--- config.mk ---
export PLATFORM = sky130hd
export DESIGN_NAME = cal_mem_arbiter
export DESIGN_NICKNAME = d
export VERILOG_FILES = /design/src/rtl/cal_mem_arbiter.sv
export SDC_FILE = /design/constraint.sdc
export NUM_CORES = 1
export LEC_CHECK = 0
export CORE_AREA = 4 4 41 43
export CTS_CLUSTER_SIZE = 10
export DETAILED_ROUTE_END_ITERATION = 10
export DIE_AREA = 0 0 45 47
export PLACE_DENSITY_LB_ADDON = 0.05
export SYNTH_ARGS = -nofsm -noshare
export SYNTH_HDL_FRONTEND = slang
export SYNTH_SLANG_ARGS = --single-unit
--- constraint.sdc ---
create_clock -name clk -period 2.05 [get_ports clk]
set_input_delay 0.41 -clock clk [delete_from_list [all_inputs] [get_ports clk]]
set_output_delay 0.41 -clock clk [all_outputs]
set_load 0.01 [all_outputs]
--- src/rtl/cal_mem_arbiter.sv ---
// cal_mem_arbiter: shared memory bus arbiter between CPU and accelerator with bounded accelerator tenure
// Ports: clk, rst_n (async active-low); cpu_req/cpu_write, acc_req/acc_write_out from the masters;
//        cpu_gnt/acc_gnt registered grants, arb_res registered owner code (ARB_CPU/ARB_ACC),
//        mem_we qualified write strobe, busy high outside IDLE.
// Optional: define CAL_ARB_STARVE_EN to let a waiting accelerator preempt the CPU after STARVE_LIMIT cycles.
module cal_mem_arbiter #(
   parameter int ACC_MAX_CYC  = 16,
   parameter int STARVE_LIMIT = 8,
   parameter int CNT_W        = 5
) (
   input  logic clk,
   input  logic rst_n,
   input  logic cpu_req,
   input  logic cpu_write,
   input  logic acc_req,
   input  logic acc_write_out,
   output logic cpu_gnt,
   output logic acc_gnt,
   output logic arb_res,
   output logic mem_we,
   output logic busy
);
   localparam logic ARB_CPU = 1'b0;
   localparam logic ARB_ACC = 1'b1;
   localparam logic [CNT_W-1:0] ACC_TOP    = CNT_W'(ACC_MAX_CYC - 1);
   localparam logic [CNT_W-1:0] STARVE_TOP = CNT_W'(STARVE_LIMIT - 1);
   typedef enum logic [1:0] {IDLE, CPU_OWN, ACC_OWN, TURN} state_t;
   state_t state_q, state_d;
   logic cpu_gnt_q, cpu_gnt_d, acc_gnt_q, acc_gnt_d, arb_res_q, arb_res_d;
   logic [CNT_W-1:0] acc_cnt_q, acc_cnt_d;
   logic starve_hit;
   function automatic logic [CNT_W-1:0] sat_inc(input logic [CNT_W-1:0] v);
      return (&v) ? v : v + CNT_W'(1);
   endfunction
`ifdef CAL_ARB_STARVE_EN
   logic [CNT_W-1:0] starve_cnt_q, starve_cnt_d;
   assign starve_hit = acc_req && (starve_cnt_q == STARVE_TOP);
   always_comb starve_cnt_d = (state_q == CPU_OWN && state_d == CPU_OWN && acc_req) ? sat_inc(starve_cnt_q) : '0;
   always_ff @(posedge clk or negedge rst_n)
      if (!rst_n) starve_cnt_q <= '0;
      else        starve_cnt_q <= starve_cnt_d;
`else
   logic unused_starve;
   assign starve_hit    = 1'b0;
   assign unused_starve = ^STARVE_TOP;
`endif
   always_comb begin
      state_d = state_q;
      case (state_q)
         IDLE:    state_d = cpu_req ? CPU_OWN : acc_req ? ACC_OWN : IDLE;
         CPU_OWN: state_d = (!cpu_req || starve_hit) ? (acc_req ? TURN : IDLE) : CPU_OWN;
         // preemption fires on the ACC_MAX_CYC-th cycle the CPU has been waiting
         ACC_OWN: state_d = (!acc_req || (cpu_req && acc_cnt_q == ACC_TOP)) ? (cpu_req ? TURN : IDLE) : ACC_OWN;
         // arb_res still names the outgoing owner here
         TURN:    state_d = (arb_res_q == ARB_CPU) ? (acc_req ? ACC_OWN : IDLE) : (cpu_req ? CPU_OWN : IDLE);
         default: state_d = IDLE;
      endcase
      cpu_gnt_d = state_d == CPU_OWN;
      acc_gnt_d = state_d == ACC_OWN;
      arb_res_d = cpu_gnt_d ? ARB_CPU : acc_gnt_d ? ARB_ACC : arb_res_q;
      acc_cnt_d = (state_q == ACC_OWN && state_d == ACC_OWN && cpu_req) ? sat_inc(acc_cnt_q) : '0;
   end
   always_ff @(posedge clk or negedge rst_n)
      if (!rst_n) begin
         state_q   <= IDLE;
         cpu_gnt_q <= 1'b0;
         acc_gnt_q <= 1'b0;
         arb_res_q <= ARB_CPU;
         acc_cnt_q <= '0;
      end else begin
         state_q   <= state_d;
         cpu_gnt_q <= cpu_gnt_d;
         acc_gnt_q <= acc_gnt_d;
         arb_res_q <= arb_res_d;
         acc_cnt_q <= acc_cnt_d;
      end
   assign cpu_gnt = cpu_gnt_q;
   assign acc_gnt = acc_gnt_q;
   assign arb_res = arb_res_q;
   assign busy    = state_q != IDLE;
   assign mem_we  = (cpu_gnt_q & cpu_write) | (acc_gnt_q & acc_write_out);
   a_excl: assert property (@(posedge clk) disable iff (!rst_n) !(cpu_gnt_q && acc_gnt_q));
endmodule
==> results.yml <==
critical_path:
  crit_arrival_ps: 2170
  crit_chain: "ha_2, and3_4, ha_4, nand3b_1, a21oi_2, or3_1, ha_2, nand4b_1, nor2_1"
  cpPeakStageDelay_ps: 400
  path_buf_inv: 0
  critPathKind: "reg2reg"
  worstSetupStartpointType: "flop"
  cpLargestDelayFamily: "simple AND/OR/NAND/NOR gates"
  crit_path_end_kind: "flop"
  crit_fanout: 5
  critPathRequiredTime_ps: 2240
  path_common_cell: "ha_2"
  slowest_stage: "dfrtp_1"
synth:
  synth_flop_cell: "dfrtp_1"
  yosysTopAreaCell: "dfrtp_1"
  synthArstFlopShare_pct: 100.0
  ys_ff_latch: 10
  syn-num-nets: 57
  ys_seq_area_share_pct: 49.38
  synth_edf_count: 0
  ys_types: 19
  synth.most_common_cell: "dfrtp_1"
  synth_top_area_share_pct: 49.38
  synth_area_leaders: "dfrtp_1, ha_1, mux2i_1, nor2_1, a21oi_1"
  avgSynthCellArea_um2: 11.02
  syn_inst: 46
  synthTopCellsByCount: "dfrtp_1, nor2_1, ha_1"
  yosys_warnings: 0
  syn_area_um2: 506.7
routing:
  routed_wl_um: 964
  first_pass_iters: 4
  num_vias: 401
  via_per_inst: 5.276
  drtIter0Drc: 3
  final_antenna_net_count: 0
  drc: 0
  wire_per_inst_um: 12.68
floorplanning:
  die_w_um: 45
  rows: 13
  ioPinCount: 11
  die_area_um2: 2115
  coreArea_um2: 1301
  die_h_um: 47
  start_util_pct: 38.94
cts:
  clock_sinks: 10
  cts_tree: "yes"
  cts-root-buf: "clkbuf_4"
  clk_latency_ps: 260
  cts_max_level: 1
  clockBufferDepth: 2
  cts_inserted_buffers: 3
  ctsHoldBuffers: 0
  clkSlewWorstSetupHoldPaths_ps: 60
global_routing:
  grt_usage_pct: 10.87
  antenna_found_initial: 0
  grt_max_degree: 11
  grt_pass1_wl_um: 1621
  gr-total-overflow: 0
  first_global_vias: 408
place:
  dp_hpwl_um: 773
  numPortBuffers: 10
  post-place-cells: 72
  place_ws_ps: -7.647
  finalWeightedCongestion: 0.7805
  placed_cell_area_um2: 633.1
timing:
  fin_crit_ps: 1989
  finalHoldWorstSlack_ps: 460.6
  drv_slew: 0
  relSlewSlack_pct: 69.91
  finalClockSkew_ps: 4.532
  hold_viol_final: 0
  max_freq_mhz: 502.7
  max_slew.worst_pin.slew_ps: 449.9
  fin_setup_tns_ps: 0
  period_share_pct: 97.03
  rsz0062_at_grt: "true"
  finalSetupViolations: 0
  setup_slack_ps: 60.90
final_layout:
  fin_area_um2: 695.7
  stdcell_count: 76
  final_util_pct: 53.46
  diodes: 0
  drive_gt1_share_pct: 19.67
  fin_nets: 73
  areaGrowthSynthToFinish_pct: 37.28
  nFillCells: 133
power_and_ir_drop:
  p_leak_nw: 0.3219
  powerDensity_nw_per_um2: 826.6
  vdd_drop_max_v: 0.0004877
  finalPower_mw: 0.5750
run:
  cap_violations: 0
status:
  outcome: "completed"
worst_hold_path:
  hold_class: "in2async"
-- power by group --
group	total [mW]	internal, mW	switching, mW	leakage (nW)
clock	0.171	0.108	0.0635	0.0210
sequential	0.245	0.223	0.0215	0.131
combinational	0.159	0.0904	0.0685	0.170
-- final cells by class --
| class | instances | area [um2] | area share [%] |
|---|---|---|---|
| flip-flops and latches | 10 | 250.2 | 35.97 |
| inverters | 3 | 11.26 | 1.619 |
| well taps | 15 | 18.77 | 2.698 |
| clock buffers | 4 | 36.28 | 5.216 |
| multi-input cells | 33 | 271.5 | 39.03 |
| repair buffers | 11 | 107.6 | 15.47 |
-- path summary, 6_finish.rpt --
kind	start	slack (ps)	end	cells past startpoint
setup / recovery	acc_cnt_q[1]	60	acc_cnt_q[1]	9
hold / removal	rst_n	460	acc_cnt_q[0]	1
setup reg to reg	acc_cnt_q[1]	60	acc_cnt_q[1]	9
hold reg to reg	acc_cnt_q[3]	550	acc_cnt_q[3]	2
max in group asynchronous	rst_n	1280	state_q[0]	1
min in group clk	acc_cnt_q[3]	550	acc_cnt_q[3]	2
-- layer usage --
metal  vias to the layer above  global-route usage, %  routed length, um
met3                         0                  6.897                 82
li1                        193                      -                  -
met2                        10                  18.08                468
met4                         0                  3.509                  0
met1                       198                  11.29                413
met5                         -                      0                  0
-- registers in the layout, indices dropped and copies added (netlist names) --
name,flops
acc_gnt,1
state_q,2
acc_cnt_q,5
arb_res,1
cpu_gnt,1
-- placed cells by master (no fill, tap or decap) --
master           synthesis  layout
dfrtp_1                 10      10
clkdlybuf4s50_1          0      10
nor2_1                   6       6
inv_1                    3       3
a21oi_1                  4       3
mux2i_1                  3       3
clkbuf_4                 0       3
nand4b_1                 2       2
xor2_1                   2       2
ha_2                     0       2
ha_1                     5       2
nand3b_1                 1       1
a21oi_2                  0       1
and3_2                   1       1
or3_1                    1       1
o21ai_0                  1       1
a21o_1                   1       1
and3_4                   0       1
or2_2                    1       1
a22o_1                   1       1
nor3_1                   1       1
nor2b_1                  1       1
xnor2_1                  1       1
ha_4                     0       1
clkbuf_8                 0       1
buf_4                    0       1
-- cells by family (layout without fill, tap and decap cells) --
| group | after synthesis | count (layout) | synth area share, % |
|---|---|---|---|
| and+or+nand+nor | 15 | 15 | 16.79 |
| DFF | 10 | 10 | 49.38 |
| AOI/OAI and AO/OA | 7 | 7 | 8.148 |
| adders and majority gates | 5 | 5 | 12.35 |
| xor gates and xnor gates | 3 | 3 | 5.186 |
| muxes | 3 | 3 | 5.926 |
| buffers and inverters | 3 | 18 | 2.222 |
-- repair_timing --
action / CTS / global route
setup endpoints to repair: 4 / 5
resized for setup: 1 / 5
buffers inserted: 0 / 0
pin swaps: 3 / 6
No activity file was read; power rests on OpenSTA's default activity.
